<file path="src/rtl/univ_shift_reg_pkg.sv">
// -----------------------------------------------------------------------------
// usr_pkg : shared definitions for the universal shift register.
//
// Contents
//   MODE_*     3-bit operation codes driven on the mode input
//   is_shift() 1 for the modes that advance the shift counter
//
// Configuration macro: USR_ROTATE_EN
//   defined   -> rotate modes (MODE_ROR / MODE_ROL) count as shifts
//   undefined -> rotate modes are treated as hold and never count
// -----------------------------------------------------------------------------
package usr_pkg;

  localparam logic [2:0] MODE_HOLD = 3'b000;
  localparam logic [2:0] MODE_SHR  = 3'b001;
  localparam logic [2:0] MODE_SHL  = 3'b010;
  localparam logic [2:0] MODE_LOAD = 3'b011;
  localparam logic [2:0] MODE_ROR  = 3'b100;
  localparam logic [2:0] MODE_ROL  = 3'b101;
  localparam logic [2:0] MODE_CLR  = 3'b110;
  localparam logic [2:0] MODE_RSVD = 3'b111;

  // Modes that move bits through the register and therefore advance cnt.
  function automatic logic is_shift(input logic [2:0] mode);
    logic res;
    res = 1'b0;
    case (mode)
      MODE_SHR, MODE_SHL: res = 1'b1;
`ifdef USR_ROTATE_EN
      MODE_ROR, MODE_ROL: res = 1'b1;
`endif
      default:            res = 1'b0;
    endcase
    return res;
  endfunction

  // Modes that restart the shift count (and suppress a pending done pulse).
  function automatic logic is_restart(input logic [2:0] mode);
    return (mode == MODE_LOAD) || (mode == MODE_CLR);
  endfunction

endpackage

</file>
<file path="src/rtl/univ_shift_reg_if.sv">
// -----------------------------------------------------------------------------
// univ_shift_reg_if : control/data bundle of the universal shift register.
//
// Handshake: there is no valid/ready pair. The register samples en, mode, d,
// sin_msb and sin_lsb on every rising clock edge; en=1 means "perform mode
// this cycle", en=0 means "hold everything". Results (q, cnt, done) appear one
// cycle after the sampling edge; sout_r/sout_l follow q combinationally.
//
// Signals
//   en       operation enable            (master -> slave)
//   mode     operation select, 3 bits    (master -> slave)
//   d        parallel load data, WIDTH   (master -> slave)
//   sin_msb  serial in for right shift   (master -> slave)
//   sin_lsb  serial in for left shift    (master -> slave)
//   q        register contents, WIDTH    (slave -> master)
//   sout_r   q[0]                        (slave -> master)
//   sout_l   q[WIDTH-1]                  (slave -> master)
//   cnt      shifts since load/clear, CW (slave -> master)
//   done     one-cycle saturation pulse  (slave -> master)
//
// Modports: master (drives controls), slave (the register).
// -----------------------------------------------------------------------------
interface univ_shift_reg_if #(
  parameter int WIDTH = 8
) ();
  localparam int CW = $clog2(WIDTH + 1);

  logic             en;
  logic [2:0]       mode;
  logic [WIDTH-1:0] d;
  logic             sin_msb;
  logic             sin_lsb;
  logic [WIDTH-1:0] q;
  logic             sout_r;
  logic             sout_l;
  logic [CW-1:0]    cnt;
  logic             done;

  modport master (
    output en, mode, d, sin_msb, sin_lsb,
    input  q, sout_r, sout_l, cnt, done
  );

  modport slave (
    input  en, mode, d, sin_msb, sin_lsb,
    output q, sout_r, sout_l, cnt, done
  );
endinterface

</file>
<file path="src/rtl/univ_shift_reg_shift_cnt.sv">
// -----------------------------------------------------------------------------
// usr_shift_cnt : saturating shift counter with a registered completion pulse.
//
// Ports
//   clk   rising-edge clock
//   rst   asynchronous active-low reset (cnt=0, done=0)
//   en    enable; when low the count holds and done drops
//   inc   this cycle's operation is a counting shift
//   clr   this cycle's operation is a load/clear (restart)
//   cnt   count, saturates at WIDTH
//   done  1 for the cycle after cnt steps WIDTH-1 -> WIDTH
// -----------------------------------------------------------------------------
module usr_shift_cnt #(
  parameter int WIDTH = 8,
  parameter int CW    = $clog2(WIDTH + 1)
) (
  input  logic          clk,
  input  logic          rst,
  input  logic          en,
  input  logic          inc,
  input  logic          clr,
  output logic [CW-1:0] cnt,
  output logic          done
);

  localparam logic [CW-1:0] CNT_SAT = CW'(WIDTH);
  localparam logic [CW-1:0] CNT_PRE = CW'(WIDTH - 1);

  logic [CW-1:0] cnt_q, cnt_d;
  logic          done_q, done_d;

  always_comb begin
    cnt_d  = cnt_q;
    done_d = 1'b0;
    if (en) begin
      // Restart takes priority over a shift that would saturate this edge.
      if (clr) begin
        cnt_d = '0;
      end else if (inc && (cnt_q != CNT_SAT)) begin
        cnt_d  = cnt_q + CW'(1);
        // Pulse only on the transition into saturation, never while parked.
        done_d = (cnt_q == CNT_PRE);
      end
    end
  end

  always_ff @(posedge clk or negedge rst) begin
    if (!rst) begin
      cnt_q  <= '0;
      done_q <= 1'b0;
    end else begin
      cnt_q  <= cnt_d;
      done_q <= done_d;
    end
  end

  assign cnt  = cnt_q;
  assign done = done_q;

endmodule

</file>
<file path="src/rtl/univ_shift_reg.sv">
// -----------------------------------------------------------------------------
// univ_shift_reg : WIDTH-bit universal shift register.
//
// Operations (selected by bus.mode when bus.en=1): hold, shift right/left with
// serial input, parallel load, rotate right/left, synchronous clear, reserved
// (= hold). A shift counter reports shifts since the last load/clear and
// pulses done once when it reaches WIDTH.
//
// Ports
//   clk   rising-edge clock
//   rst   asynchronous active-low reset: q=RST_VAL, cnt=0, done=0
//   bus   univ_shift_reg_if.slave (en, mode, d, sin_msb, sin_lsb in;
//         q, sout_r, sout_l, cnt, done out)
//
// Configuration macro: USR_ROTATE_EN
//   defined   -> modes 100/101 rotate and count
//   undefined -> modes 100/101 hold; no rotate datapath is built
// -----------------------------------------------------------------------------
module univ_shift_reg
  import usr_pkg::*;
#(
  parameter int               WIDTH   = 8,
  parameter logic [WIDTH-1:0] RST_VAL = {WIDTH{1'b0}}
) (
  input  logic                 clk,
  input  logic                 rst,
  univ_shift_reg_if.slave      bus
);

  localparam int CW = $clog2(WIDTH + 1);

  if (WIDTH < 2) begin : g_width_check
    $error("univ_shift_reg: WIDTH must be at least 2");
  end

  logic [WIDTH-1:0] q_q, q_d;
  logic             cnt_inc;
  logic             cnt_clr;
  logic [CW-1:0]    cnt_w;
  logic             done_w;

  // Next register value. Anything not listed (hold, reserved, and rotates
  // when the rotate option is absent) keeps q.
  always_comb begin
    q_d = q_q;
    if (bus.en) begin
      case (bus.mode)
        MODE_SHR:  q_d = {bus.sin_msb, q_q[WIDTH-1:1]};
        MODE_SHL:  q_d = {q_q[WIDTH-2:0], bus.sin_lsb};
        MODE_LOAD: q_d = bus.d;
`ifdef USR_ROTATE_EN
        MODE_ROR:  q_d = {q_q[0], q_q[WIDTH-1:1]};
        MODE_ROL:  q_d = {q_q[WIDTH-2:0], q_q[WIDTH-1]};
`endif
        // Sync clear goes to all-zero, deliberately not RST_VAL.
        MODE_CLR:  q_d = '0;
        default:   q_d = q_q;
      endcase
    end
  end

  always_ff @(posedge clk or negedge rst) begin
    if (!rst) begin
      q_q <= RST_VAL;
    end else begin
      q_q <= q_d;
    end
  end

  // The counter applies en itself; these only classify the current mode.
  assign cnt_inc = is_shift(bus.mode);
  assign cnt_clr = is_restart(bus.mode);

  usr_shift_cnt #(
    .WIDTH (WIDTH),
    .CW    (CW)
  ) u_shift_cnt (
    .clk  (clk),
    .rst  (rst),
    .en   (bus.en),
    .inc  (cnt_inc),
    .clr  (cnt_clr),
    .cnt  (cnt_w),
    .done (done_w)
  );

  assign bus.q      = q_q;
  assign bus.sout_r = q_q[0];
  assign bus.sout_l = q_q[WIDTH-1];
  assign bus.cnt    = cnt_w;
  assign bus.done   = done_w;

endmodule

</file>
<file path="src/flat_wrapper.sv">
// flat-port wrapper written by rule: the top's interface ports become plain ports
module univ_shift_reg_flat import usr_pkg::*;
#(
  parameter int               WIDTH   = 8,
  parameter logic [WIDTH-1:0] RST_VAL = {WIDTH{1'b0}}
)
  (clk, rst, bus_en, bus_mode, bus_d, bus_sin_msb, bus_sin_lsb, bus_q, bus_sout_r, bus_sout_l, bus_cnt, bus_done);
  univ_shift_reg_if #(.WIDTH(WIDTH)) bus_i ();
  input  logic clk;
  input  logic rst;
  input wire logic [$bits(bus_i.en)-1:0] bus_en;
  input wire logic [$bits(bus_i.mode)-1:0] bus_mode;
  input wire logic [$bits(bus_i.d)-1:0] bus_d;
  input wire logic [$bits(bus_i.sin_msb)-1:0] bus_sin_msb;
  input wire logic [$bits(bus_i.sin_lsb)-1:0] bus_sin_lsb;
  output wire logic [$bits(bus_i.q)-1:0] bus_q;
  output wire logic [$bits(bus_i.sout_r)-1:0] bus_sout_r;
  output wire logic [$bits(bus_i.sout_l)-1:0] bus_sout_l;
  output wire logic [$bits(bus_i.cnt)-1:0] bus_cnt;
  output wire logic [$bits(bus_i.done)-1:0] bus_done;
  assign bus_i.en = bus_en;
  assign bus_i.mode = bus_mode;
  assign bus_i.d = bus_d;
  assign bus_i.sin_msb = bus_sin_msb;
  assign bus_i.sin_lsb = bus_sin_lsb;
  assign bus_q = bus_i.q;
  assign bus_sout_r = bus_i.sout_r;
  assign bus_sout_l = bus_i.sout_l;
  assign bus_cnt = bus_i.cnt;
  assign bus_done = bus_i.done;
  univ_shift_reg #(.WIDTH(WIDTH), .RST_VAL(RST_VAL)) u_core (.clk(clk), .rst(rst), .bus(bus_i));
endmodule
</file>
<file path="config.mk">
export PLATFORM = sky130hd
export DESIGN_NAME = univ_shift_reg_flat
export DESIGN_NICKNAME = d
export VERILOG_FILES = /design/src/rtl/univ_shift_reg_pkg.sv /design/src/rtl/univ_shift_reg_if.sv /design/src/rtl/univ_shift_reg_shift_cnt.sv /design/src/rtl/univ_shift_reg.sv /design/src/flat_wrapper.sv
export SDC_FILE = /design/constraint.sdc
export NUM_CORES = 1
export LEC_CHECK = 0
export ABC_AREA = 0
export ABC_CLOCK_PERIOD_IN_PS = 4000
export CAP_MARGIN = 20
export CORE_ASPECT_RATIO = 2
export CORE_MARGIN = 8
export CORE_UTILIZATION = 25
export CTS_CLUSTER_DIAMETER = 100
export CTS_CLUSTER_SIZE = 10
export DETAILED_ROUTE_END_ITERATION = 7
export PLACE_DENSITY = 0.49
export SKIP_CTS_REPAIR_TIMING = 1
export SLEW_MARGIN = 25
export SYNTH_ARGS = -nofsm -noshare
export SYNTH_HDL_FRONTEND = slang
export SYNTH_SLANG_ARGS = --single-unit
</file>
<file path="constraint.sdc">
create_clock -name clk -period 4 [get_ports clk]
set_clock_uncertainty 0.15 [all_clocks]
set_input_delay 0.4 -clock clk [delete_from_list [all_inputs] [get_ports clk]]
set_output_delay 0.4 -clock clk [all_outputs]
set_load 0.03 [all_outputs]
</file>
==> results.yml, run 1 <==
outcome:
  outcome: "finished, final reports clean"
place:
  place_congestion: 0.733
  dp_hpwl_um: 2010
  io_buffers: 30
  pre_cts_ws_ps: 1440
route:
  dr.pass1.iters: 4
  ant_nets: 0
  avgViaCountPerCell: 4.82
  vias: 896
  drc: 0
  routed_wl_um: 2690
  drt-wirelength-per-cell_um: 14.5
  drtIter0Drc: 26
timing:
  rsz0062_at_grt: "no"
  finalHoldViolCount: 0
  tightest_slew_ps: 805
  finalCritPeriodShare: 0.576
  report.final.slew_viol_count: 0
  min_period_ps: 2300
  tns_ps: 0
  relSlewSlack: 0.462
  fin_ws_ps: 1700
  fmax_mhz: 434
  setup_viol: 0
grt:
  grt_pass1_wl_um: 4260
  grt_max_degree: 28
  grt.total_usage: 0.0912
  grt_pass1_vias: 903
  antenna_found_initial: 0
  grt_overflow: 0
clock_tree:
  cts.clk_slew.worst_paths_ps: 70
  cts_tree: "yes"
  cts.path.max_buffers: 2
  h-tree-depth: 1
  clock-sinks: 13
  cts_inserted_buffers: 3
  clock-root-buffer: "clkbuf_8"
  clk_latency_ps: 250
synthesis:
  synth.area.top_cells: "dfrtp_1 36%, o21ai_0 9.9%, nand2_1 6.2%"
  synth_edf_count: 0
  avgSynthCellArea_um2: 8.08
  yosys_warnings: 0
  synthCells: 113
  synth.cell_area_um2: 913
  synth_top_area_frac: 0.356
  synthArstFlopShare: 1.00
  ys_seq_elements: 13
  yosysMostFrequentCell: "o21ai_0"
  yosys-top-cells-count: "18 x o21ai_0, 15 x nand2_1, 13 x dfrtp_1"
  yosysUniqueCellTypes: 29
  synth-seq-area-share: 0.356
  yosysTopAreaCell: "dfrtp_1"
  synth_top_flop_cell: "dfrtp_1"
  synthesis.nets: 131
layout:
  final_core_util: 0.352
  area_growth_syn_to_layout_pct: 37.4
  nets: 156
  layout-drive-gt1-share: 0.0657
  antenna_cells: 0
floorplan:
  ios: 31
  fp-row-count: 31
  core_area_mm2: 0.00357
  die_x_um: 58.7
  start_util: 0.256
  die_h_um: 101
  die_area_mm2: 0.00596
setup_path:
  cp.arrival_ps: 2280
  cp.required_ps: 3970
  critPathLaunchType: "primary input"
  end_kind: "flip-flop"
  critPathMaxStageDelay_ps: 990
  cp_slowest_cell: "clkdlybuf4s50_1"
  path_cells: "clkdlybuf4s50_1, and2b_4, o221ai_2, nand2b_4, o21ai_0"
  critPathMaxFanout: 22
  crit_type: "primary input to flip-flop"
power_and_ir_drop:
  p_leak_uw: 0.000520
  irDropWorstVdd_uv: 209
  power_density_mw_per_mm2: 470
flow_run:
  cap_violations: 0
min_path:
  hold_path.class: "primary input to asynchronous set/reset pin"
## sequential cells by signal (all words and copies together) (netlist names)
register	cells
u_core.u_shift_cnt.done	1
u_core.u_shift_cnt.cnt	4
u_core.bus.q	8
## per-layer routing
layer | global-route usage | vias up | share of wire
li1 | - | 434 | -
met1 | 0.0944 | 422 | 0.40
met2 | 0.162 | 33 | 0.53
met3 | 0.0191 | 7 | 0.046
met4 | 0.0501 | 0 | 0.028
met5 | 0 | - | 0
## kinds of logic after synthesis
group,share of synthesized area
AO/OA/AOI/OAI,0.301
AND/OR/NAND/NOR,0.182
buffers and inverters,0.105
flip-flops,0.356
XOR/XNOR,0.0274
adder cells (fa/ha/maj),0.0274
## per-stage QoR
| stage | power (µW) | hold slack [ps] | instance area [µm²] | cells |
|---|---|---|---|---|
| 6_report | 590 | 388 | 1250 | 186 |
| 5_1_grt | 627 | 427 | 1250 | 186 |
| 4_1_cts | 597 | 410 | 1250 | 186 |
| 3_5_place_dp | 472 | 388 | 1210 | 182 |
| 3_3_place_gp | 473 | 382 | 1210 | 182 |
| 2_1_floorplan | 360 | -45.6 | 913 | 113 |
## final cells by class
cell class	instances	area, µm²
multi-input combinational	82	492
inverter	8	30.0
tap	49	61.3
timing repair buffer	30	300
clock buffer	3	41.3
clock inverter	1	5.00
sequential	13	325
fill	401	2310
## path summary, 6_finish.rpt
kind,from,to,slack [ps],cells past startpoint
worst max-delay path,bus_mode[0],u_core.u_shift_cnt.cnt[0],1700,5
worst min-delay path,rst,u_core.u_shift_cnt.cnt[1],390,1
worst max register to register,u_core.u_shift_cnt.cnt[0],u_core.u_shift_cnt.cnt[3],2400,6
worst min register to register,u_core.bus.q[3],u_core.bus.q[3],400,1
max in group asynchronous,rst,u_core.bus.q[4],2900,1
min in group clk,u_core.bus.q[3],u_core.bus.q[3],400,1
## critical path, delay by kind of cell
kind	cells	cell delay, ps
AO/OA/AOI/OAI	2	390
buffers and inverters	1	990
AND/OR/NAND/NOR	2	490
## placed cells by master, fill, tap and decap left out
cell             count
nand3_1              1
and2b_4              1
nor2_1               6
nand4b_1             1
o32a_1               1
nand2_1             15
a21oi_1             11
nor2b_1              2
nand3b_1             1
clkinv_2             1
o31ai_2              1
nand2b_4             1
dfrtp_1             13
a21boi_0             1
o21ai_0             18
a21o_1               2
inv_1                8
o22a_1               1
nand2b_1             4
xor2_2               1
clkdlybuf4s50_1     30
a22oi_1              1
o21a_1               3
a31oi_1              5
clkbuf_8             3
nor3_1               1
ha_1                 2
o221ai_2             1
xnor2_1              1
## power by group
group	switching [µW]	internal [µW]	total (µW)
combinational	149	115	264
clock	55.1	69.1	124
sequential	39.0	163	202
total	243	347	590
Power figures use the tool's default switching activity.
==> run 2, diff against run 1 <==
--- a/config.mk
+++ b/config.mk
@@ -6,7 +6,7 @@
 export NUM_CORES = 1
 export LEC_CHECK = 0
 export ABC_AREA = 0
-export ABC_CLOCK_PERIOD_IN_PS = 4000
+export ABC_CLOCK_PERIOD_IN_PS = 2170
 export CAP_MARGIN = 20
 export CORE_ASPECT_RATIO = 2
 export CORE_MARGIN = 8
==> constraint.sdc (replaced) <==
create_clock -name clk -period 2.17 [get_ports clk]
set_clock_uncertainty 0.15 [all_clocks]
set_input_delay 0.217 -clock clk [delete_from_list [all_inputs] [get_ports clk]]
set_output_delay 0.217 -clock clk [all_outputs]
set_load 0.03 [all_outputs]
==> results.yml, run 2 (synthesis gave the netlist of run 1 again) <==
route:
  drc: 0
  vias: 927
  ant_nets: 0
  routed_wl_um: 2850
  avgViaCountPerCell: 4.85
  dr.pass1.iters: 4
  drtIter0Drc: 18
  drt-wirelength-per-cell_um: 14.9
timing:
  min_period_ps: 1780
  finalHoldViolCount: 0
  tns_ps: 0
  rsz0062_at_grt: "no"
  report.final.slew_viol_count: 0
  relSlewSlack: 0.570
  setup_viol: 0
  tightest_slew_ps: 644
  finalCritPeriodShare: 0.820
  fmax_mhz: 562
power_and_ir_drop:
  p_comb_frac: 0.451
  irDropWorstVdd_uv: 422
  power.internal_uw: 649
  p_switching_uw: 451
  clkPwrFrac: 0.203
  power.total_uw: 1100
  switching_share: 0.410
  power_density_mw_per_mm2: 851
  p_leak_uw: 0.000541
  power_frac_seq: 0.346
clock_tree:
  cts_inserted_buffers: 3
  clk_latency_ps: 240
  cts_tree: "yes"
  h-tree-depth: 1
  clock-sinks: 13
  cts.clk_slew.worst_paths_ps: 60
  cts.path.max_buffers: 2
  clock-root-buffer: "clkbuf_8"
floorplan:
  fp-row-count: 31
  start_util: 0.256
  die_h_um: 101
  die_x_um: 58.7
  ios: 31
  die_area_mm2: 0.00596
  core_area_mm2: 0.00357
layout:
  final_area_mm2: 0.00129
  area_growth_syn_to_layout_pct: 41.4
  antenna_cells: 0
  nets: 161
  layout_common_cells: "30 x clkdlybuf4s50_1, 18 x o21ai_0, 15 x nand2_1"
  layout-drive-gt1-share: 0.0915
  largest_register_ffs: 8
  layout_commonest_cell: "clkdlybuf4s50_1"
  final_cells: 191
place:
  dp_hpwl_um: 2270
  dp.cells: 187
  place_congestion: 0.735
  io_buffers: 30
  dpl_cell_area_mm2: 0.00125
setup_path:
  reg2reg_slack_ps: 600
  cp_slowest_cell: "clkdlybuf4s50_1"
  critPathMaxStageDelay_ps: 720
  reg2regPathDepth: 6
  startpoint: "u_core.u_shift_cnt.cnt[3]"
  crit_cells: 1
  critPathMaxFanout: 5
  cp.required_ps: 1800
  cp_top_family: "buffers and inverters"
  cp.arrival_ps: 1410
  crit_path_end: "bus_cnt[3]"
  path_cells: "clkdlybuf4s50_1"
  end_kind: "output port"
  cp_num_buf_inv: 1
  r2r_end: "u_core.u_shift_cnt.cnt[3]"
  crit_type: "flip-flop to output port"
  critPathLaunchType: "flip-flop"
  worstReg2RegStart: "u_core.u_shift_cnt.cnt[0]"
flow_run:
  cap_violations: 0
grt:
  grt.total_usage: 0.102
  grt_pass1_wl_um: 4730
  antenna_found_initial: 0
  grt_max_degree: 22
  grt_pass1_vias: 992
  grt_overflow: 0
min_path:
  hold_path.class: "primary input to asynchronous set/reset pin"
outcome:
  outcome: "finished, final reports clean"
==> run 2: final cells by class <==
| type | count | area (µm²) |
|---|---|---|
| inverter | 8 | 30.0 |
| timing repair buffer | 35 | 338 |
| clock buffer | 4 | 45.0 |
| multi-input combinational | 82 | 492 |
| fill | 414 | 2280 |
| sequential | 13 | 325 |
| tap | 49 | 61.3 |
==> run 2: per-stage QoR <==
stage	setup WS [ps]	hold slack, ps	util
finish	390	219	0.362
global route	345	256	0.362
CTS	378	236	0.362
detailed placement	208	398	0.349
global placement	265	391	0.349
floorplan	545	-229	-
==> run 2: worst register-to-register path: cells and delay by family (launching register included) <==
kind	cells	cell delay, ps
AO/OA/AOI/OAI	3	500
adder cells (fa/ha/maj)	1	190
buffers and inverters	1	70
flip-flops	1	450
AND/OR/NAND/NOR	1	90
==> run 2: worst min path at each step <==
stage	startpoint	endpoint	slack (ps)
after floorplan	rst	u_core.bus.q[0]	-230
after global placement	u_core.bus.q[2]	u_core.bus.q[2]	390
after detailed placement	u_core.bus.q[3]	u_core.bus.q[3]	400
after CTS	rst	u_core.u_shift_cnt.cnt[2]	240
after global routing	rst	u_core.bus.q[0]	260
final	rst	u_core.bus.q[0]	220
==> run 2: power groups by stage <==
stage / clock (µW) / sequential, µW / combinational, µW
detailed placement: 0 / 385 / 503
CTS: 227 / 382 / 506
floorplan: 0 / 477 / 187
finish: 223 / 381 / 496
global placement: 0 / 384 / 501
global route: 246 / 391 / 539
==> run 2: per-layer routing <==
| metal | share of wire | wire, µm | global-route usage |
|---|---|---|---|
| met5 | 0 | 0 | 0 |
| met4 | 0.019 | 53 | 0.0464 |
| met3 | 0.041 | 118 | 0.0216 |
| met2 | 0.58 | 1660 | 0.201 |
| met1 | 0.36 | 1010 | 0.0931 |
